[config.mk]
export PLATFORM = sky130hd
export DESIGN_NAME = cpu_pipe_ctrl
export DESIGN_NICKNAME = d
export VERILOG_FILES = /design/src/rtl/cpu_pipe_ctrl_pkg.sv /design/src/rtl/cpu_pipe_ctrl_valid_reg.sv /design/src/rtl/cpu_pipe_ctrl.sv
export SDC_FILE = /design/constraint.sdc
export NUM_CORES = 1
export LEC_CHECK = 0
export ABC_AREA = 1
export CAP_MARGIN = 40
export CORE_AREA = 2 2 136 138
export DETAILED_ROUTE_END_ITERATION = 7
export DIE_AREA = 0 0 138 140
export PLACE_DENSITY = 0.68
export SYNTH_ARGS = -nofsm -noshare
export SYNTH_HDL_FRONTEND = slang
export SYNTH_SLANG_ARGS = --single-unit
[constraint.sdc]
create_clock -name i_clk -period 6.22 [get_ports i_clk]
set_clock_uncertainty 0.05 [all_clocks]
set_input_delay 1.244 -clock i_clk [delete_from_list [all_inputs] [get_ports i_clk]]
set_output_delay 1.244 -clock i_clk [all_outputs]
set_load 0.03 [all_outputs]
[src/rtl/cpu_pipe_ctrl_pkg.sv]
// Shared CPU pipeline types: FSM state encoding and stage-index constants.
package cpu_types;

  typedef enum logic [1:0] {
    ST_IDLE   = 2'd0,
    ST_RUN    = 2'd1,
    ST_DRAIN  = 2'd2,
    ST_HALTED = 2'd3
  } pipe_state_e;

  localparam int STAGE_FETCH  = 0;
  localparam int STAGE_DECODE = 1;
  localparam int MIN_STAGES   = 3;
  localparam int MAX_STAGES   = 8;

  // Writeback is always the oldest stage, whatever the configured depth.
  function automatic int stage_wb(input int num_stages);
    return num_stages - 1;
  endfunction

endpackage

[src/rtl/cpu_pipe_ctrl_valid_reg.sv]
// Single pipeline-stage valid flop: loads the upstream valid when not held,
// otherwise retains its own valid unless an older redirect squashes it.
module cpu_pipe_valid_reg (
  input  logic i_clk,
  input  logic i_rst_n,
  input  logic hold_i,
  input  logic in_valid_i,
  input  logic kill_i,
  output logic valid_o,
  output logic valid_d_o
);

  logic valid_q, valid_d;

  assign valid_d   = hold_i ? (valid_q & ~kill_i) : in_valid_i;
  assign valid_o   = valid_q;
  assign valid_d_o = valid_d;

  always_ff @(posedge i_clk or negedge i_rst_n) begin
    if (!i_rst_n) valid_q <= 1'b0;
    else          valid_q <= valid_d;
  end

endmodule

[src/rtl/cpu_pipe_ctrl.sv]
// In-order pipeline controller: fetch PC, run/drain/halt FSM, stall/redirect/kill.
// Optional 64-bit cycle/retire counters are built only with CPU_PIPE_PERF_EN defined.
module cpu_pipe_ctrl
  import cpu_types::*;
#(
  parameter int                NUM_STAGES = 5,
  parameter int                XLEN       = 32,
  parameter logic [XLEN-1:0]   RESET_PC   = '0,
  parameter int unsigned       PC_STEP    = 4
) (
  input  logic                       i_clk,
  input  logic                       i_rst_n,
  input  logic                       i_start,
  input  logic                       i_halt_req,
  input  logic [NUM_STAGES-1:0]      i_stall_req,
  input  logic [NUM_STAGES-1:0]      i_redirect_valid,
  input  logic [NUM_STAGES*XLEN-1:0] i_redirect_pc,
  output logic [XLEN-1:0]            o_pc,
  output logic                       o_fetch_valid,
  output logic [NUM_STAGES-1:0]      o_stage_en,
  output logic [NUM_STAGES-1:0]      o_stage_valid,
  output logic [NUM_STAGES-1:0]      o_stage_kill,
  output logic [1:0]                 o_state,
  output logic                       o_halted,
  output logic [63:0]                o_cycle_cnt,
  output logic [63:0]                o_retire_cnt
);

  pipe_state_e           state_q, state_d;
  logic [XLEN-1:0]       pc_q, pc_d;
  logic [NUM_STAGES-1:0] raw_valid, hold, kill, valid_eff;
  logic [NUM_STAGES-1:1] next_valid;
  logic [XLEN-1:0]       redir_target;
  logic                  redir_any;
  logic                  drain_done;

  assign raw_valid[STAGE_FETCH] = (state_q == ST_RUN);

  // A stall at any stage also holds every younger stage behind it.
  always_comb begin
    hold = '0;
    for (int k = 0; k < NUM_STAGES; k++) hold[k] = |(i_stall_req >> k);
  end

  // Scan oldest to youngest: the first eligible redirect wins and kills all younger stages.
  always_comb begin
    redir_any    = 1'b0;
    redir_target = pc_q;
    kill         = '0;
    for (int k = NUM_STAGES - 1; k >= 0; k--) begin
      kill[k] = redir_any;
      if (!redir_any && i_redirect_valid[k] && raw_valid[k] && !hold[k]) begin
        redir_any    = 1'b1;
        redir_target = i_redirect_pc[k*XLEN +: XLEN];
      end
    end
  end

  assign valid_eff = raw_valid & ~kill;

  for (genvar k = 1; k < NUM_STAGES; k++) begin : g_stage
    cpu_pipe_valid_reg u_valid_reg (
      .i_clk      (i_clk),
      .i_rst_n    (i_rst_n),
      .hold_i     (hold[k]),
      .in_valid_i (valid_eff[k-1] & ~hold[k-1]),
      .kill_i     (kill[k]),
      .valid_o    (raw_valid[k]),
      .valid_d_o  (next_valid[k])
    );
  end

  // Drain completes when the pipe will be empty from the next cycle on.
  assign drain_done = ~|next_valid;

  always_comb begin
    if (redir_any)                          pc_d = redir_target;
    else if (hold[0] || state_q != ST_RUN)  pc_d = pc_q;
    else                                    pc_d = pc_q + XLEN'(PC_STEP);
  end

  always_comb begin
    state_d = state_q;
    case (state_q)
      ST_IDLE:   if (i_start)    state_d = ST_RUN;
      ST_RUN:    if (i_halt_req) state_d = ST_DRAIN;
      ST_DRAIN:  if (drain_done) state_d = ST_HALTED;
      ST_HALTED: if (i_start)    state_d = ST_RUN;
      default:                   state_d = ST_IDLE;
    endcase
  end

  always_ff @(posedge i_clk or negedge i_rst_n) begin
    if (!i_rst_n) begin
      state_q <= ST_IDLE;
      pc_q    <= RESET_PC;
    end else begin
      state_q <= state_d;
      pc_q    <= pc_d;
    end
  end

  assign o_pc          = pc_q;
  assign o_fetch_valid = raw_valid[STAGE_FETCH];
  assign o_stage_en    = ~hold;
  assign o_stage_valid = valid_eff;
  assign o_stage_kill  = kill;
  assign o_state       = state_q;
  assign o_halted      = (state_q == ST_HALTED);

`ifdef CPU_PIPE_PERF_EN
  logic [63:0] cycle_cnt_q, retire_cnt_q;

  always_ff @(posedge i_clk or negedge i_rst_n) begin
    if (!i_rst_n) begin
      cycle_cnt_q  <= '0;
      retire_cnt_q <= '0;
    end else begin
      if (state_q != ST_IDLE) cycle_cnt_q <= cycle_cnt_q + 64'd1;
      if (valid_eff[stage_wb(NUM_STAGES)] && !hold[stage_wb(NUM_STAGES)])
        retire_cnt_q <= retire_cnt_q + 64'd1;
    end
  end

  assign o_cycle_cnt  = cycle_cnt_q;
  assign o_retire_cnt = retire_cnt_q;
`else
  assign o_cycle_cnt  = '0;
  assign o_retire_cnt = '0;
`endif

endmodule

* After elaboration in Yosys (flattened, before gate mapping)
Cells that the tools add are included.
Storage, ports and cells: flip-flop bits (word level) 38, latch bits 0, RAM bits 0, bits in read-only memories 0, input port bits 174, output and inout bits 179, word-level logic and storage cells 86, memories 0
Cells by class: add/subtract/negate cells 1, multiply operators 0, div/mod/pow operators 0, magnitude comparators 0, equal/unequal tests 9, shifts and indexed selects 0, multiplexer cells 20, bitwise gates (word level) 17, reductions and logical operators 33
Operators with widths (number):
- $mux 32 | 7
- $add 32x3->32 const B | 1
- $logic_and 1x1->1 | 14
- $logic_not 1->1 | 9
- $mux 1 | 9
- $reduce_or 4->1 | 2
- $and 1x1->1 | 7
- $not 1->1 | 7
- $mux 2 | 3
- $ne 2x2->1 const B | 3
- $ne 6x1->1 const B | 1
- $pmux 2 s3 | 1
- $and 5x5->5 | 1
- $not 4->5 | 1
- $not 5->5 | 1
- $reduce_or 5->1 | 1
- $eq 2x2->1 const B | 2
- $ne 2x1->1 const B | 2
- $reduce_or 2->1 | 2
- $reduce_and 3->1 | 1
- $reduce_or 3->1 | 1
- $eq 2x1->1 const B | 1
- $logic_not 2->1 | 1
- $reduce_and 2->1 | 1
- $logic_or 1x1->1 | 1

* Longest topological paths before layout
depth after elaboration 25, depth in mapped cells 16, depth with buffers taken out 14

* Hierarchy
Synthesis repeated with hierarchy kept, for this count alone.
Unflattened totals: cell total of the unflattened synthesis 895, area total of the unflattened synthesis 5362.6 µm²
By module, submodules not included:
- cpu_pipe_ctrl | instances 1, cells an instance 871, area each 5182.5 µm², seq. area each 850.8 µm²
- cpu_pipe_valid_reg | instances 4, cells an instance 6, area each 45.0 µm², seq. area each 25.0 µm²

* Worst setup path before layout
No wires, ideal clock.
path kind input-to-output, start input i_stall_req[4], end output o_stage_valid[0], arrival 3.221 ns, data required time 4.926 ns, slack 1.705 ns, cell stages on the path 7, path buffers 1, path through nor2_2 nand2_4 nor2_8 a31oi_4 inv_2 buf_1 nor2_1
Between the ends: cells in the longest elaborated chain, start to end 20, elaborated cells on any way between the ends 26, those cells by class mux (4); bitwise (2); reduce/logical (20)
RTL lines:
- start, declared | RTL line cpu_pipe_ctrl.sv:15 | input logic [NUM_STAGES-1:0] i_stall_req,
- $logic_not 1->1 | RTL line cpu_pipe_ctrl.sv:52 | if (!redir_any && i_redirect_valid[k] && raw_valid[k] && !hold[k]) begin
- $logic_and 1x1->1 | RTL line cpu_pipe_ctrl.sv:52
- $mux 1 | RTL line cpu_pipe_ctrl.sv:52
- $logic_not 1->1 | RTL line cpu_pipe_ctrl.sv:52
- $logic_and 1x1->1 (3 in series) | RTL line cpu_pipe_ctrl.sv:52
- $mux 1 | RTL line cpu_pipe_ctrl.sv:52
- $logic_not 1->1 | RTL line cpu_pipe_ctrl.sv:52
- $logic_and 1x1->1 (3 in series) | RTL line cpu_pipe_ctrl.sv:52
- $mux 1 | RTL line cpu_pipe_ctrl.sv:52
- $logic_not 1->1 | RTL line cpu_pipe_ctrl.sv:52
- $logic_and 1x1->1 (3 in series) | RTL line cpu_pipe_ctrl.sv:52
- $mux 1 * | RTL line cpu_pipe_ctrl.sv:52
- named net o_stage_kill[0] | RTL line cpu_pipe_ctrl.sv:22 | output logic [NUM_STAGES-1:0] o_stage_kill,
- $not 4->5 * | RTL line cpu_pipe_ctrl.sv:59 | assign valid_eff = raw_valid & ~kill;
- $and 5x5->5 * | RTL line cpu_pipe_ctrl.sv:59
- end, declared | RTL line cpu_pipe_ctrl.sv:21 | output logic [NUM_STAGES-1:0] o_stage_valid,
Mark *: on every way through the listed nets, which the timed path passes. The rest lies on a longest branch.

* Worst setup path after layout
start input i_stall_req[4], end output o_stage_kill[0]
Between the ends: cells in the longest elaborated chain, start to end 18, elaborated cells on any way between the ends 24, those cells by class mux (4); reduce/logical (20)
RTL lines (RTL line):
- $logic_not 1->1 | cpu_pipe_ctrl.sv:52
- $logic_and 1x1->1 | cpu_pipe_ctrl.sv:52
- $mux 1 | cpu_pipe_ctrl.sv:52
- $logic_not 1->1 | cpu_pipe_ctrl.sv:52
- $logic_and 1x1->1 (3 in series) | cpu_pipe_ctrl.sv:52
- $mux 1 | cpu_pipe_ctrl.sv:52
- $logic_not 1->1 | cpu_pipe_ctrl.sv:52
- $logic_and 1x1->1 (3 in series) | cpu_pipe_ctrl.sv:52
- $mux 1 | cpu_pipe_ctrl.sv:52
- $logic_not 1->1 | cpu_pipe_ctrl.sv:52
- $logic_and 1x1->1 (3 in series) | cpu_pipe_ctrl.sv:52
- $mux 1 * | cpu_pipe_ctrl.sv:52
- end, declared | cpu_pipe_ctrl.sv:22
Mark *: on every way between the ends. The rest lies on a longest branch, timed or not.

==> qor.csv <==
stage;metric;value;unit
route;DRT iter0 DRCs;302;
worst_setup_path;largest fanout on the critical path;14;
route;drt via density;4.357;
sta;Pins Over Slew Limit;0;
floorplan;I/O pins;353;
route;WL final;19660;um
final_layout;Nets;1242;
worst_setup_path;Register-to-Register Path Depth;13;
clocking;post-CTS sizing;0;
route;Final ANT Viol Nets;0;
sta;Fin. Hold Viols;0;
worst_setup_path;required time worst endpoint;4930;ps
floorplan;Horiz. Die Dim;138;um
clocking;# hold bufs at CTS;0;
final_layout;share of layout cells above drive strength 1;0.03759;
logic_synthesis;largest family of logic cells by synthesized area;simple AND/OR/NAND/NOR gates;
clocking;# H-tree levels;2;
sta;Max Clk Rate;191.9;MHz
sta;WHS;435.4;ps
logic_synthesis;Seq cells post-synth;38;
placed_design;routability cong.;0.9313;
power;leakage power;3.528;nW
flow_run;max-cap viol count;0;
sta;crit path time final;5211;ps
logic_synthesis;Yosys top cell by area;nand2_1;
logic_synthesis;complex-gate fraction of the synthesized area;0.09462;
worst_setup_path;capture point of the worst reg-to-reg path;o_pc[27];
logic_synthesis;sequential area share after synthesis;0.1816;
logic_synthesis;Synth area leaders;nand2_1 (22%), buf_4 (19%), dfrtp_1 (18%);
final_layout;Antenna Cells;0;
grt;vias in the first global route;5457;
logic_synthesis;Post-synth top cells;nand2_1 (306), buf_4 (133), nor2_1 (71);
worst_hold_path;Min-Delay Path Depth;2;
grt;antenna violations before repair;0;
clocking;setup bufs post-CTS;0;
placed_design;PortBufs;223;
floorplan;core area;0.01778;sq mm
route;Via Count;5633;
logic_synthesis;Cell Area, Synth;0.005236;sq mm
logic_synthesis;mux share of post-synthesis cell area;0;
status;status;completed;
worst_setup_path;R2R setup slack;3160;ps
logic_synthesis;area share of xor/xnor cells in the synthesized design;0.04683;
logic_synthesis;synthesized area per cell;6.053;sq um
grt;Global Route Usage Sum;0.1992;
sta;setup TNS;0;ps
grt;pin count of the biggest net entering global routing;42;
worst_setup_path;critical path capture point type;output port;
grt;GR Overflow Total;0;
sta;worst slew pin tran;721.1;ps
worst_setup_path;worst flop-to-flop path startpoint;g_stage[4].u_valid_reg.valid_o;
sta;period utilization;0.8378;
logic_synthesis;Async SR Flop Fraction;1.000;
route;First-pass DRT Iterations;5;
floorplan;DIE AREA;0.01932;sq mm
floorplan;Die Ht;140;um
clocking;CTS Buf Count;5;
final_layout;FILL cells;1923;
sta;Worst slew margin;0.5193;
logic_synthesis;Post-Synth Adder-Cell Area;0.01195;
logic_synthesis;dominant synthesized flop cell;dfrtp_1;
placed_design;hpwl dp;16180;um
worst_setup_path;kind of critical path;in -> out;
worst_hold_path;worst hold path type;reg -> reg;
power;pwr/cell area;268.2;mW/mm^2
sta;Setup violations, final;0;
floorplan;Initial Util;0.2945;
worst_setup_path;Worst Path Arrival;3920;ps
grt;first-pass GRT wire length;30420;um
power;Peak VDD IR;0.0002312;V
clocking;Worst-Skew Late Latency;290;ps
worst_setup_path;Startpoint Class;input port;
final_layout;Area Overhead vs Synth;39.50;%
worst_hold_path;Hold Path Sink;o_pc[0];
clocking;CTS tree;yes;
sta;RSZ-0062 raised after global routing;false;
route;Post-route DRC;0;
clocking;Bufs on Longest Clock Path;2;
floorplan;row cnt;49;
route;DR WL/cell;15.20;um
logic_synthesis;Cells after Synth;865;
logic_synthesis;Synth top area share;0.2194;
worst_hold_path;Hold Crit Start;o_pc[0];
clocking;clk sink count;38;
logic_synthesis;Post-synth EDFFs;0;
clocking;CTS root buf;clkbuf_16;
logic_synthesis;Synth Area in Simple Gates;0.3945;
clocking;clk slew on worst S/H paths;60;ps
logic_synthesis;Synth cell types;40;
logic_synthesis;most numerous cell in the Yosys netlist;nand2_1;
logic_synthesis;Synth warnings;0;
-- state kept, by name, summed over array words and instances, names as in the netlist --
register / flops
g_stage.u_valid_reg.valid_o: 4
o_pc: 32
o_state: 2
-- metal layers --
metal	routed length, um	part of all wire	vias to the layer above	global-route usage
met5	0	0	-	0
met4	318	0.016	0	0.04619
met3	1314	0.067	19	0.04205
met2	9722	0.49	241	0.3541
met1	8302	0.42	2515	0.2473
li1	-	-	2858	-
-- cell type report --
| class | count | area [sq um] | area share |
|---|---|---|---|
| timing repair buffer | 228 | 2297 | 0.3145 |
| sequential | 38 | 950.9 | 0.1302 |
| tap | 229 | 286.5 | 0.03923 |
| inverter | 65 | 250.2 | 0.03426 |
| multi-input combinational | 725 | 3353 | 0.4591 |
| clock buffer | 8 | 166.4 | 0.02278 |
-- placed cells by master, fill, tap and decap left out, types with 2 or more instances in the layout --
cell type	count
a21oi_1	11
a31oi_4	2
buf_4	3
clkbuf_16	5
clkbuf_8	3
clkdlybuf4s50_1	222
conb_1	129
dfrtp_1	38
ha_1	5
inv_1	57
inv_2	5
nand2_1	306
nand2_4	2
nand3_1	51
nand4_1	18
nor2_1	71
nor2_2	3
nor2_4	2
nor2_8	2
nor3_1	16
o211ai_1	15
o21ai_0	45
o21ai_1	3
or2_0	4
or2_2	3
xnor2_1	8
xor2_1	20
-- report_power, final --
part | switching [mW] | total, mW | internal, mW
logic | 0.673 | 1.15 | 0.472
registers | 0.172 | 0.520 | 0.348
clock network | 0.112 | 0.294 | 0.182
-- kinds of logic after synthesis --
group | count (synthesis)
buf+inv | 230
other cells | 1
flops | 38
fa+ha+maj | 5
xor+xnor | 28
compound gates | 80
simple gates | 483
-- stage by stage --
stage | cells | cell area (sq um) | setup WS, ps | power [mW] | utilization
global placement | 1283 | 7091 | 1091 | 1.651 | 0.3988
detailed placement | 1285 | 7138 | 1016 | 1.669 | 0.4015
CTS | 1293 | 7305 | 1010 | 1.970 | 0.4108
global route | 1293 | 7305 | 877.2 | 2.092 | 0.4108
finish | 1293 | 7305 | 1009 | 1.959 | 0.4108
floorplan | 993 | 5717 | 1705 | 1.248 | -
-- worst max path at each step --
stage | from | to | slack [ps] | cells past startpoint
floorplan | i_stall_req[4] | o_stage_valid[0] | 1710 | 7
global placement | i_stall_req[4] | o_stage_kill[0] | 1090 | 7
detailed placement | i_stall_req[4] | o_stage_kill[0] | 1020 | 7
CTS | i_stall_req[4] | o_stage_kill[0] | 1010 | 7
global route | i_stall_req[4] | o_stage_kill[0] | 880 | 7
finish | i_stall_req[4] | o_stage_kill[0] | 1010 | 7
-- worst max-delay path, cell delays in order --
cell and delay, ps:
clkdlybuf4s50_1 490, nor2_2 340, nand2_4 160, o31ai_4 620, a31oi_4 50, inv_2 270, clkdlybuf4s50_1 730
No activity file was read; power rests on OpenSTA's default activity.
